## src/rtl/motoro3_commutator_ramp.sv

```systemverilog
// Six-step BLDC commutation sequencer with runtime period, linear period ramp,
// direction select, dead-time insertion and brake. State updates on the falling clock edge.
module motoro3_commutator_ramp #(
    parameter int CNT_W  = 25,
    parameter int DEAD_W = 8,
    parameter int RND_W  = 48
) (
    input  logic              clk,
    input  logic              nRst,
    input  logic              m3start,
    input  logic              m3stop,
    input  logic              m3dir,
    input  logic [CNT_W-1:0]  m3period_init,
    input  logic [CNT_W-1:0]  m3period_tgt,
    input  logic [CNT_W-1:0]  m3ramp,
    input  logic [DEAD_W-1:0] m3dead,
    output logic              aE,
    output logic              bE,
    output logic              cE,
    output logic              aH1_L0,
    output logic              bH1_L0,
    output logic              cH1_L0,
    output logic [3:0]        m3step,
    output logic [CNT_W-1:0]  m3cnt,
    output logic              m3cntLast1,
    output logic [CNT_W-1:0]  m3period_cur,
    output logic              m3atSpeed,
    output logic              m3dead_act,
    output logic [RND_W-1:0]  roundCNT
);

    typedef enum logic [1:0] {S_IDLE, S_RUN, S_DEAD, S_BRAKE} state_t;

    state_t            state_q, state_d;
    logic [3:0]        step_q, step_d;
    logic [CNT_W-1:0]  cnt_q, cnt_d;
    logic [CNT_W-1:0]  per_q, per_d;
    logic [RND_W-1:0]  round_q, round_d;
    logic [2:0]        e_q, e_d;
    logic [2:0]        h_q, h_d;
    logic              dead_act_q, dead_act_d;
    logic              start_d_q;

    logic              up;
    logic              last1;
    logic [CNT_W-1:0]  init_c, tgt_c, per_ramp;
    logic [3:0]        step_nxt;
    logic              wrap;
    logic [CNT_W:0]    cur_x, tgt_x, rmp_x, sum_x;

    assign up     = m3start & ~start_d_q;
    assign last1  = (cnt_q <= CNT_W'(1));
    assign init_c = (m3period_init < CNT_W'(2)) ? CNT_W'(2) : m3period_init;
    assign tgt_c  = (m3period_tgt  < CNT_W'(2)) ? CNT_W'(2) : m3period_tgt;

    always_comb begin
        if (m3dir) begin
            step_nxt = (step_q == 4'd1) ? 4'd6 : step_q - 4'd1;
            wrap     = (step_q == 4'd1);
        end else begin
            step_nxt = (step_q == 4'd6) ? 4'd1 : step_q + 4'd1;
            wrap     = (step_q == 4'd6);
        end
    end

    // Ramp in one extra bit so neither direction can wrap past the target.
    always_comb begin
        cur_x = {1'b0, per_q};
        tgt_x = {1'b0, tgt_c};
        rmp_x = {1'b0, m3ramp};
        sum_x = cur_x + rmp_x;
        if (cur_x > tgt_x)
            per_ramp = ((cur_x - tgt_x) <= rmp_x) ? tgt_c : per_q - m3ramp;
        else if (cur_x < tgt_x)
            per_ramp = (sum_x >= tgt_x) ? tgt_c : sum_x[CNT_W-1:0];
        else
            per_ramp = per_q;
    end

    always_ff @(negedge clk or negedge nRst) begin
        if (!nRst) begin
            state_q    <= S_IDLE;
            step_q     <= '0;
            cnt_q      <= '0;
            per_q      <= '0;
            round_q    <= '0;
            e_q        <= '0;
            h_q        <= '0;
            dead_act_q <= 1'b0;
            start_d_q  <= 1'b0;
        end else begin
            state_q    <= state_d;
            step_q     <= step_d;
            cnt_q      <= cnt_d;
            per_q      <= per_d;
            round_q    <= round_d;
            e_q        <= e_d;
            h_q        <= h_d;
            dead_act_q <= dead_act_d;
            start_d_q  <= m3start;
        end
    end

    always_comb begin
        state_d = state_q;
        if (m3stop) begin
            state_d = S_BRAKE;
        end else begin
            case (state_q)
                S_IDLE:  if (up) state_d = S_RUN;
                S_RUN: begin
                    if (!m3start)                          state_d = S_IDLE;
                    else if (last1 && (m3dead != '0))      state_d = S_DEAD;
                end
                S_DEAD: begin
                    if (!m3start)   state_d = S_IDLE;
                    else if (last1) state_d = S_RUN;
                end
                S_BRAKE: state_d = S_IDLE;
                default: state_d = S_IDLE;
            endcase
        end
    end

    always_comb begin
        step_d  = step_q;
        cnt_d   = cnt_q;
        per_d   = per_q;
        round_d = round_q;
        if (m3stop) begin
            step_d = 4'd7;
        end else begin
            case (state_q)
                S_IDLE: begin
                    if (up) begin
                        step_d = m3dir ? 4'd6 : 4'd1;
                        per_d  = init_c;
                        cnt_d  = init_c;
                    end
                end
                S_RUN, S_DEAD: begin
                    if (!m3start) begin
                        step_d  = 4'd0;
                        cnt_d   = '0;
                        round_d = '0;
                    end else if (last1 && (state_q == S_RUN)) begin
                        step_d  = step_nxt;
                        per_d   = per_ramp;
                        round_d = wrap ? round_q + RND_W'(1) : round_q;
                        cnt_d   = (m3dead != '0) ? CNT_W'(m3dead) : per_ramp;
                    end else if (last1) begin
                        cnt_d = per_q;
                    end else begin
                        cnt_d = cnt_q - CNT_W'(1);
                    end
                end
                default: begin
                    step_d = 4'd0;
                    cnt_d  = '0;
                end
            endcase
        end
    end

    // Phase outputs follow the next state and step so they move on the same edge as m3step.
    always_comb begin
        e_d        = 3'b000;
        h_d        = 3'b000;
        dead_act_d = 1'b0;
        case (state_d)
            S_RUN: begin
                case (step_d)
                    4'd1:    begin e_d = 3'b101; h_d = 3'b100; end
                    4'd2:    begin e_d = 3'b011; h_d = 3'b010; end
                    4'd3:    begin e_d = 3'b110; h_d = 3'b010; end
                    4'd4:    begin e_d = 3'b101; h_d = 3'b001; end
                    4'd5:    begin e_d = 3'b011; h_d = 3'b001; end
                    4'd6:    begin e_d = 3'b110; h_d = 3'b100; end
                    default: begin e_d = 3'b000; h_d = 3'b000; end
                endcase
            end
            S_DEAD:  dead_act_d = 1'b1;
            S_BRAKE: e_d = 3'b111;
            default: ;
        endcase
    end

    assign {aE, bE, cE}             = e_q;
    assign {aH1_L0, bH1_L0, cH1_L0} = h_q;
    assign m3step       = step_q;
    assign m3cnt        = cnt_q;
    assign m3period_cur = per_q;
    assign roundCNT     = round_q;
    assign m3dead_act   = dead_act_q;
    assign m3cntLast1   = ((state_q == S_RUN) || (state_q == S_DEAD)) && last1;
    assign m3atSpeed    = (state_q == S_RUN) && (per_q == tgt_c);

endmodule
```

## config.mk

```make
export PLATFORM = sky130hd
export DESIGN_NAME = motoro3_commutator_ramp
export DESIGN_NICKNAME = d
export VERILOG_FILES = /design/src/rtl/motoro3_commutator_ramp.sv
export SDC_FILE = /design/constraint.sdc
export NUM_CORES = 1
export LEC_CHECK = 0
export ABC_AREA = 1
export BUFFER_PORTS_ARGS = -buffer_cell sky130_fd_sc_hd__clkbuf_2
export CAP_MARGIN = 15
export CORE_MARGIN = 3
export CORE_UTILIZATION = 45
export CTS_BUF_LIST = sky130_fd_sc_hd__clkbuf_4 sky130_fd_sc_hd__clkbuf_8
export CTS_CLUSTER_SIZE = 24
export DETAILED_ROUTE_END_ITERATION = 10
export HOLD_SLACK_MARGIN = 0.08
export PLACE_DENSITY_LB_ADDON = 0.25
export RECOVER_POWER = 100
export SLEW_MARGIN = 0
export SYNTH_ARGS = -nofsm -noshare
export SYNTH_HDL_FRONTEND = slang
export SYNTH_SLANG_ARGS = --single-unit
export TNS_END_PERCENT = 30
```

## constraint.sdc

```tcl
create_clock -name clk -period 4 [get_ports clk]
set_clock_uncertainty 0.15 [all_clocks]
set_input_delay 0.4 -clock clk [delete_from_list [all_inputs] [get_ports clk]]
set_output_delay 0.4 -clock clk [all_outputs]
set_load 0.01 [all_outputs]
```

==> qor.log, run 1 <==
INFO  routing        postRouteAntennaNets=0
INFO  synthesis      synth_largest_area_cell=sky130_fd_sc_hd__dfrtn_1
INFO  global_route   grt_usage=37.1%
INFO  synthesis      syn-cell-area=14,800um2
INFO  synthesis      gate_count_post_synth=2,397
INFO  finish         layout.cells.most_common_list=677 x sky130_fd_sc_hd__nand2_1, 509 x sky130_fd_sc_hd__buf_4, 253 x sky130_fd_sc_hd__inv_1
INFO  status         violations=setup timing
INFO  synthesis      synth_xor_area_share=5.70%
INFO  critical_path  worstSetupStartpointType=input pin
INFO  placement      placement.setup.worst_slack=-3710ps
INFO  finish         post_route_cells_drive_above_1_share=26.6%
INFO  synthesis      synth_area_per_cell=6.16um2
INFO  global_route   globalRouteOverflowTotal=0
INFO  floorplan      fp.dieW=187um
INFO  synthesis      synthSimpleGateAreaFrac=39.2%
INFO  sta            final-max-slew-violation-count=0
INFO  synthesis      synth_adder_area_share=11.9%
INFO  clocking       number_of_buffers_created_by_cts=9
INFO  min_path       hold_path_class=flip-flop to flip-flop
INFO  critical_path  critical_path_cell_count=38
INFO  placement      port-buffer-count=198
INFO  sta            timing.slew.headroom=24.1%
INFO  routing        remaining_drc_errors=0
INFO  routing        drt_iter0_drc=1,886
INFO  power          peakVddDrop=0.623mV
INFO  clocking       cts_tree=yes
INFO  synthesis      seq_area_frac_synth=19.0%
INFO  routing        drt_pre_antenna_iters=5
INFO  critical_path  classification_of_the_worst_setup_path=input pin to flip-flop
INFO  global_route   grt_busiest_layer=met2
INFO  sta            setup-violations-final=63
INFO  critical_path  cp_data_arrival_time=4990ps
INFO  synthesis      synth_top_family_by_area=simple AND/OR/NAND/NOR gates
INFO  clocking       worst_setup_hold_path_clk_slew=80ps
INFO  global_route   grt_max_degree=42
INFO  routing        route.vias.total=19,500
INFO  status         run_status=finished, violations left
INFO  sta            fin_setup_tns=-140,690ps
INFO  finish         n_fill_cell=3,085
INFO  synthesis      edff_count_synth=0
INFO  synthesis      synth-warning-count=0
INFO  routing        detail_route.wirelength=66,800um
INFO  synthesis      yosysUniqueCellTypes=58
INFO  global_route   number_of_global_route_vias_before_repair=18,700
INFO  critical_path  critical-path-slowest-cell=sky130_fd_sc_hd__nor4_4
INFO  finish         design.final.nets=3,331
INFO  floorplan      number_of_core_rows=65
INFO  sta            rsz0062_at_grt=yes
INFO  clocking       cts_sinks=112
INFO  synthesis      synth_top_cell_area_share=19.0%
INFO  routing        detail_route.wl_per_cell=18.8um
INFO  clocking       insertion_delay=390ps
INFO  synthesis      synth.ff_latch_count=112
INFO  synthesis      post_synth_mux_area_share=0%
INFO  synthesis      postSynthNetCount=2,624
INFO  sta            post-route-worst-setup-slack=-2900ps
INFO  critical_path  cp_max_fo=8
INFO  critical_path  rr_worst_depth=30
INFO  critical_path  crit_family=simple AND/OR/NAND/NOR gates
INFO  finish         post-route-util=65.6%
INFO  clocking       clk_root_buffer_cell=sky130_fd_sc_hd__clkbuf_8
INFO  synthesis      synth-compound-area-share=14.3%
INFO  critical_path  worst_setup_path_end_kind=flip-flop
INFO  critical_path  timing.critical_path.mode_cell=sky130_fd_sc_hd__nand2_2
INFO  global_route   grt_first_pass_wirelength=103,000um
INFO  floorplan      core=32,000um2
INFO  placement      hpwl=54,700um
INFO  finish         mostFrequentLayoutCell=sky130_fd_sc_hd__nand2_1
INFO  global_route   antenna_found_initial=3
INFO  job            cap_viol_max_count=0
INFO  sta            timing_worst_slew_pin_value=1140ps
INFO  floorplan      floorplan.initialDensity=46.2%
INFO  power          power_density=884nW/um2
INFO  power          totalPowerFinal=18.5mW
INFO  critical_path  timing.critical_path.buf_inv=7
INFO  power          cellLeakagePower=10.9nW
INFO  routing        route.detailed.vias_per_inst=5.49
INFO  clocking       post_cts_hold_buffer_count=0
INFO  floorplan      die_height=187um
INFO  clocking       htree_num_levels=3
INFO  synthesis      postSynth.topFlopCell=sky130_fd_sc_hd__dfrtn_1
INFO  sta            final_hold_viol_count=0
INFO  global_route   grt_util_met1=50.1%
INFO  sta            minimum_hold_slack=302ps
INFO  global_route   grt.met3_usage=4.10%
INFO  clocking       clock_path_buffers=2
INFO  global_route   fraction_of_met2_tracks_used_by_global_routing=60.6%
INFO  critical_path  crit_path_max_incr_delay=390ps
INFO  placement      place.gp.congestion=1.03
INFO  floorplan      number_of_i_o_pins=199
INFO  floorplan      die_footprint=35,000um2
INFO  finish         flow.area_growth_from_synthesis=42.1%
INFO  min_path       hold_depth=1
INFO  synthesis      synth_top_cells_by_area=sky130_fd_sc_hd__dfrtn_1 19%, sky130_fd_sc_hd__nand2_1 18%, sky130_fd_sc_hd__ha_1 12%
INFO  synthesis      proportion_of_register_bits_with_asynchronous_set_or_reset_after_synthesis=100%
INFO  critical_path  required=2090ps
routing by layer:
layer | wire (um) | vias up
li1 | - | 9351
met1 | 28600 | 8980
met2 | 30100 | 971
met3 | 5150 | 166
met4 | 3040 | 0
met5 | 0 | -
sequential cells by signal, indices dropped and copies added, names as in the netlist:
signal	cells
roundCNT	48
e_q	3
m3dead_act	1
h_q	3
state_q	2
m3step	4
m3period_cur	25
start_d_q	1
m3cnt	25
final timing paths:
kind / endpoint / slack (ps) / startpoint
min reg2reg: roundCNT[16] / 300 / roundCNT[16]
max in group asynchronous: m3cnt[4] / 350 / nRst
min in group asynchronous: roundCNT[33] / 1940 / nRst
min: roundCNT[16] / 300 / roundCNT[16]
max: m3cnt[18] / -2900 / m3period_tgt[16]
max reg2reg: m3cnt[18] / -970 / m3period_cur[14]
metrics by stage:
stage	cells	area, um2
finish	3547	21000
global route	3546	21000
CTS	3542	21000
detailed placement	3499	20200
global placement	3499	20200
floorplan	2397	14800
synth_stat cells, types with 17 or more instances:
master / n
sky130_fd_sc_hd__o21ai_0: 134
sky130_fd_sc_hd__inv_1: 269
sky130_fd_sc_hd__nor4_1: 27
sky130_fd_sc_hd__nor2_1: 210
sky130_fd_sc_hd__a21oi_1: 147
sky130_fd_sc_hd__ha_1: 136
sky130_fd_sc_hd__nand3_1: 223
sky130_fd_sc_hd__dfrtn_1: 112
sky130_fd_sc_hd__o22ai_1: 17
sky130_fd_sc_hd__nand4_1: 47
sky130_fd_sc_hd__nand2_1: 691
sky130_fd_sc_hd__xor2_1: 75
sky130_fd_sc_hd__o31ai_1: 21
sky130_fd_sc_hd__buf_2: 19
sky130_fd_sc_hd__clkbuf_1: 41
sky130_fd_sc_hd__nor3_1: 54
sky130_fd_sc_hd__xnor2_1: 21
what timing repair did:
item	4_1_cts	5_1_grt
cloned	6	0
endpoints found under the setup margin	63	66
buffers inserted	23	5
resized for setup	77	61
pin swaps	37	31
logic make-up (layout without fill, tap and decap cells):
group	Yosys count	after routing
AND/OR/NAND/NOR	1313	1316
AO/OA/AOI/OAI	376	376
buffers and inverters	361	1070
adder cells (fa/ha/maj)	139	139
flip-flops	112	112
XOR/XNOR	96	96
other	0	3
report_power, final:
group / switching [mW] / total, mW / internal, mW
Sequential: 0.505 / 2.02 / 1.51
Combinational: 9.00 / 15.8 / 6.75
Clock: 0.464 / 0.769 / 0.305
area by class of cell:
cell class                      instances  area (um2)  share of cell area (%)
Tap cell                              435         544                    2.59
Sequential cell                       112        2800                    13.4
Clock buffer                            9         124                   0.590
Antenna cell                            3        7.51                  0.0358
Inverter                              283        1100                    5.27
Clock inverter                          7        83.8                   0.400
Timing Repair Buffer                  771        5380                    25.6
Multi-Input combinational cell       1927       10900                    52.1
Note: power is estimated with default switching activity, not from simulation.
==> run 2, diff against run 1 <==
Settings changed: MAX_ROUTING_LAYER from default to met4, SETUP_SLACK_MARGIN from default to 0.05.
==> run 2 against run 1 <==
The run still ends with setup timing left; cell area increased by 1.9%; sequential share of layout area fell by 0.25 points; first-iteration DRC count up 4.1%; worst setup slack got worse by 8.6 ps; utilization is 1.3 points higher; sequential cell count unchanged; critical endpoint is now m3cnt[15]; register-to-register slack better by 150 ps; critical path depth decreased by 3.
==> qor.log, run 2 (synthesized netlist as in run 1, its figures left out) <==
INFO  critical_path  worst_setup_path_end_kind=flip-flop
INFO  global_route   grt_first_pass_wirelength=104,000um
INFO  critical_path  worstSetupStartpointType=input pin
INFO  finish         design.final.nets=3,371
INFO  global_route   number_of_global_route_vias_before_repair=19,000
INFO  sta            timing.slew.headroom=17.1%
INFO  floorplan      die_footprint=35,000um2
INFO  job            cap_viol_max_count=0
INFO  clocking       cts_sinks=112
INFO  sta            fin_setup_tns=-143,780ps
INFO  clocking       clock_path_buffers=2
INFO  global_route   grt_max_degree=41
INFO  routing        detail_route.wl_per_cell=19.0um
INFO  critical_path  crit_family=simple AND/OR/NAND/NOR gates
INFO  placement      port-buffer-count=198
INFO  finish         mostFrequentLayoutCell=sky130_fd_sc_hd__nand2_1
INFO  critical_path  critical-path-slowest-cell=sky130_fd_sc_hd__nor4_4
INFO  status         violations=setup timing
INFO  clocking       clk_root_buffer_cell=sky130_fd_sc_hd__clkbuf_8
INFO  clocking       post_cts_hold_buffer_count=0
INFO  sta            final_hold_viol_count=0
INFO  finish         post_route_cells_drive_above_1_share=28.9%
INFO  routing        postRouteAntennaNets=0
INFO  critical_path  cp_data_arrival_time=5000ps
INFO  global_route   antenna_found_initial=1
INFO  sta            final-max-slew-violation-count=0
INFO  clocking       insertion_delay=390ps
INFO  clocking       cts_tree=yes
INFO  critical_path  cp_max_fo=8
INFO  critical_path  timing.critical_path.mode_cell=sky130_fd_sc_hd__nand2_1
INFO  routing        remaining_drc_errors=0
INFO  routing        route.vias.total=19,700
INFO  critical_path  required=2090ps
INFO  critical_path  classification_of_the_worst_setup_path=input pin to flip-flop
INFO  floorplan      floorplan.initialDensity=46.2%
INFO  floorplan      die_height=187um
INFO  clocking       number_of_buffers_created_by_cts=9
INFO  critical_path  flop_to_flop_setup_slack=-820ps
INFO  routing        detail_route.wirelength=68,000um
INFO  floorplan      fp.dieW=187um
INFO  floorplan      number_of_core_rows=65
INFO  power          peakVddDrop=0.455mV
INFO  critical_path  crit_path_max_incr_delay=450ps
INFO  global_route   globalRouteOverflowTotal=0
INFO  clocking       htree_num_levels=3
INFO  clocking       worst_setup_hold_path_clk_slew=70ps
INFO  placement      hpwl=55,600um
INFO  sta            setup-violations-final=64
INFO  sta            timing_worst_slew_pin_value=1240ps
INFO  finish         largest_reg_flops=48
INFO  routing        drt_iter0_drc=1,963
INFO  floorplan      core=32,000um2
INFO  sta            post-route-worst-setup-slack=-2910ps
INFO  power          power_density=873nW/um2
INFO  finish         flow.area_growth_from_synthesis=44.9%
INFO  finish         post-route-util=66.9%
INFO  routing        route.detailed.vias_per_inst=5.49
INFO  floorplan      number_of_i_o_pins=199
INFO  sta            rsz0062_at_grt=yes
INFO  critical_path  timing.critical_path.buf_inv=5
INFO  global_route   grt_usage=38.4%
INFO  power          totalPowerFinal=18.7mW
INFO  min_path       hold_path_class=flip-flop to flip-flop
INFO  power          cellLeakagePower=11.2nW
INFO  placement      placement.setup.worst_slack=-3620ps
INFO  finish         layout.cells.most_common_list=670 x sky130_fd_sc_hd__nand2_1, 556 x sky130_fd_sc_hd__buf_4, 248 x sky130_fd_sc_hd__inv_1
INFO  status         run_status=finished, violations left
INFO  placement      place.gp.congestion=1.01
INFO  routing        drt_pre_antenna_iters=5
## run 2: cell count changes in the layout (fill, tap and decap cells not counted), moves of 5 or more
cell                       before  now
sky130_fd_sc_hd__nand3_1      200  179
sky130_fd_sc_hd__nand3_2       25   48
sky130_fd_sc_hd__clkbuf_1     101   95
sky130_fd_sc_hd__nor2_1       203  208
sky130_fd_sc_hd__buf_8          7    2
sky130_fd_sc_hd__inv_1        253  248
sky130_fd_sc_hd__nor2_2        15   10
sky130_fd_sc_hd__buf_4        509  556
sky130_fd_sc_hd__nand2_1      677  670
sky130_fd_sc_hd__inv_2         18   23
sky130_fd_sc_hd__clkbuf_8      10   19
sky130_fd_sc_hd__a21oi_2        9   14
## run 2: timing repair
action / CTS / global route
gates cloned: 3 / 1
pin swaps: 32 / 66
endpoints found under the setup margin: 66 / 67
gates resized for setup: 85 / 94
setup buffers: 39 / 8
## run 2: path summary, 6_finish.rpt
kind	from	end	cells after the start
max	m3period_tgt[11]	m3cnt[15]	35
min	roundCNT[16]	roundCNT[16]	1
max reg2reg	m3period_cur[14]	m3cnt[11]	29
min reg2reg	roundCNT[16]	roundCNT[16]	1
max in group asynchronous	nRst	m3period_cur[7]	2
min in group asynchronous	nRst	roundCNT[32]	1
## run 2: per-stage QoR
stage	hold slack, ps	cells	area, um2
6_report	300	3585	21400
5_1_grt	318	3585	21400
4_1_cts	301	3578	21200
3_5_place_dp	297	3520	20300
3_3_place_gp	292	3520	20300
2_1_floorplan	302	2397	14800
## run 2: layout make-up
cell class,count,area [um2]
diodes,1,2.50
clock buffers,11,145
clock inverters,5,38.8
fillers,2978,10600
inverters,283,1100
multi-input cells,1926,11100
flip-flops and latches,112,2800
well taps,435,544
repair buffers,812,5680
## run 2: per-layer routing
layer / track usage, % / vias to the layer above / part of all wire, %
met2: 61.4 / 1063 / 45
met5: - / - / 0
met3: 5.04 / 172 / 8.6
met1: 50.5 / 9050 / 42
met4: 12.1 / 0 / 4.0
li1: - / 9408 / -
## run 2: power breakdown
group	switching [mW]	leakage [nW]	internal, mW
logic	9.12	9.60	6.84
registers	0.489	1.47	1.51
clock network	0.445	0.0937	0.256
## run 2: worst register-to-register path, delay by kind of cell, from the launching register on
kind | cells | cell delay, ps
flip-flops | 1 | 500
adder cells (fa/ha/maj) | 2 | 620
AO/OA/AOI/OAI | 3 | 500
buffers and inverters | 3 | 390
XOR/XNOR | 1 | 370
AND/OR/NAND/NOR | 20 | 2160
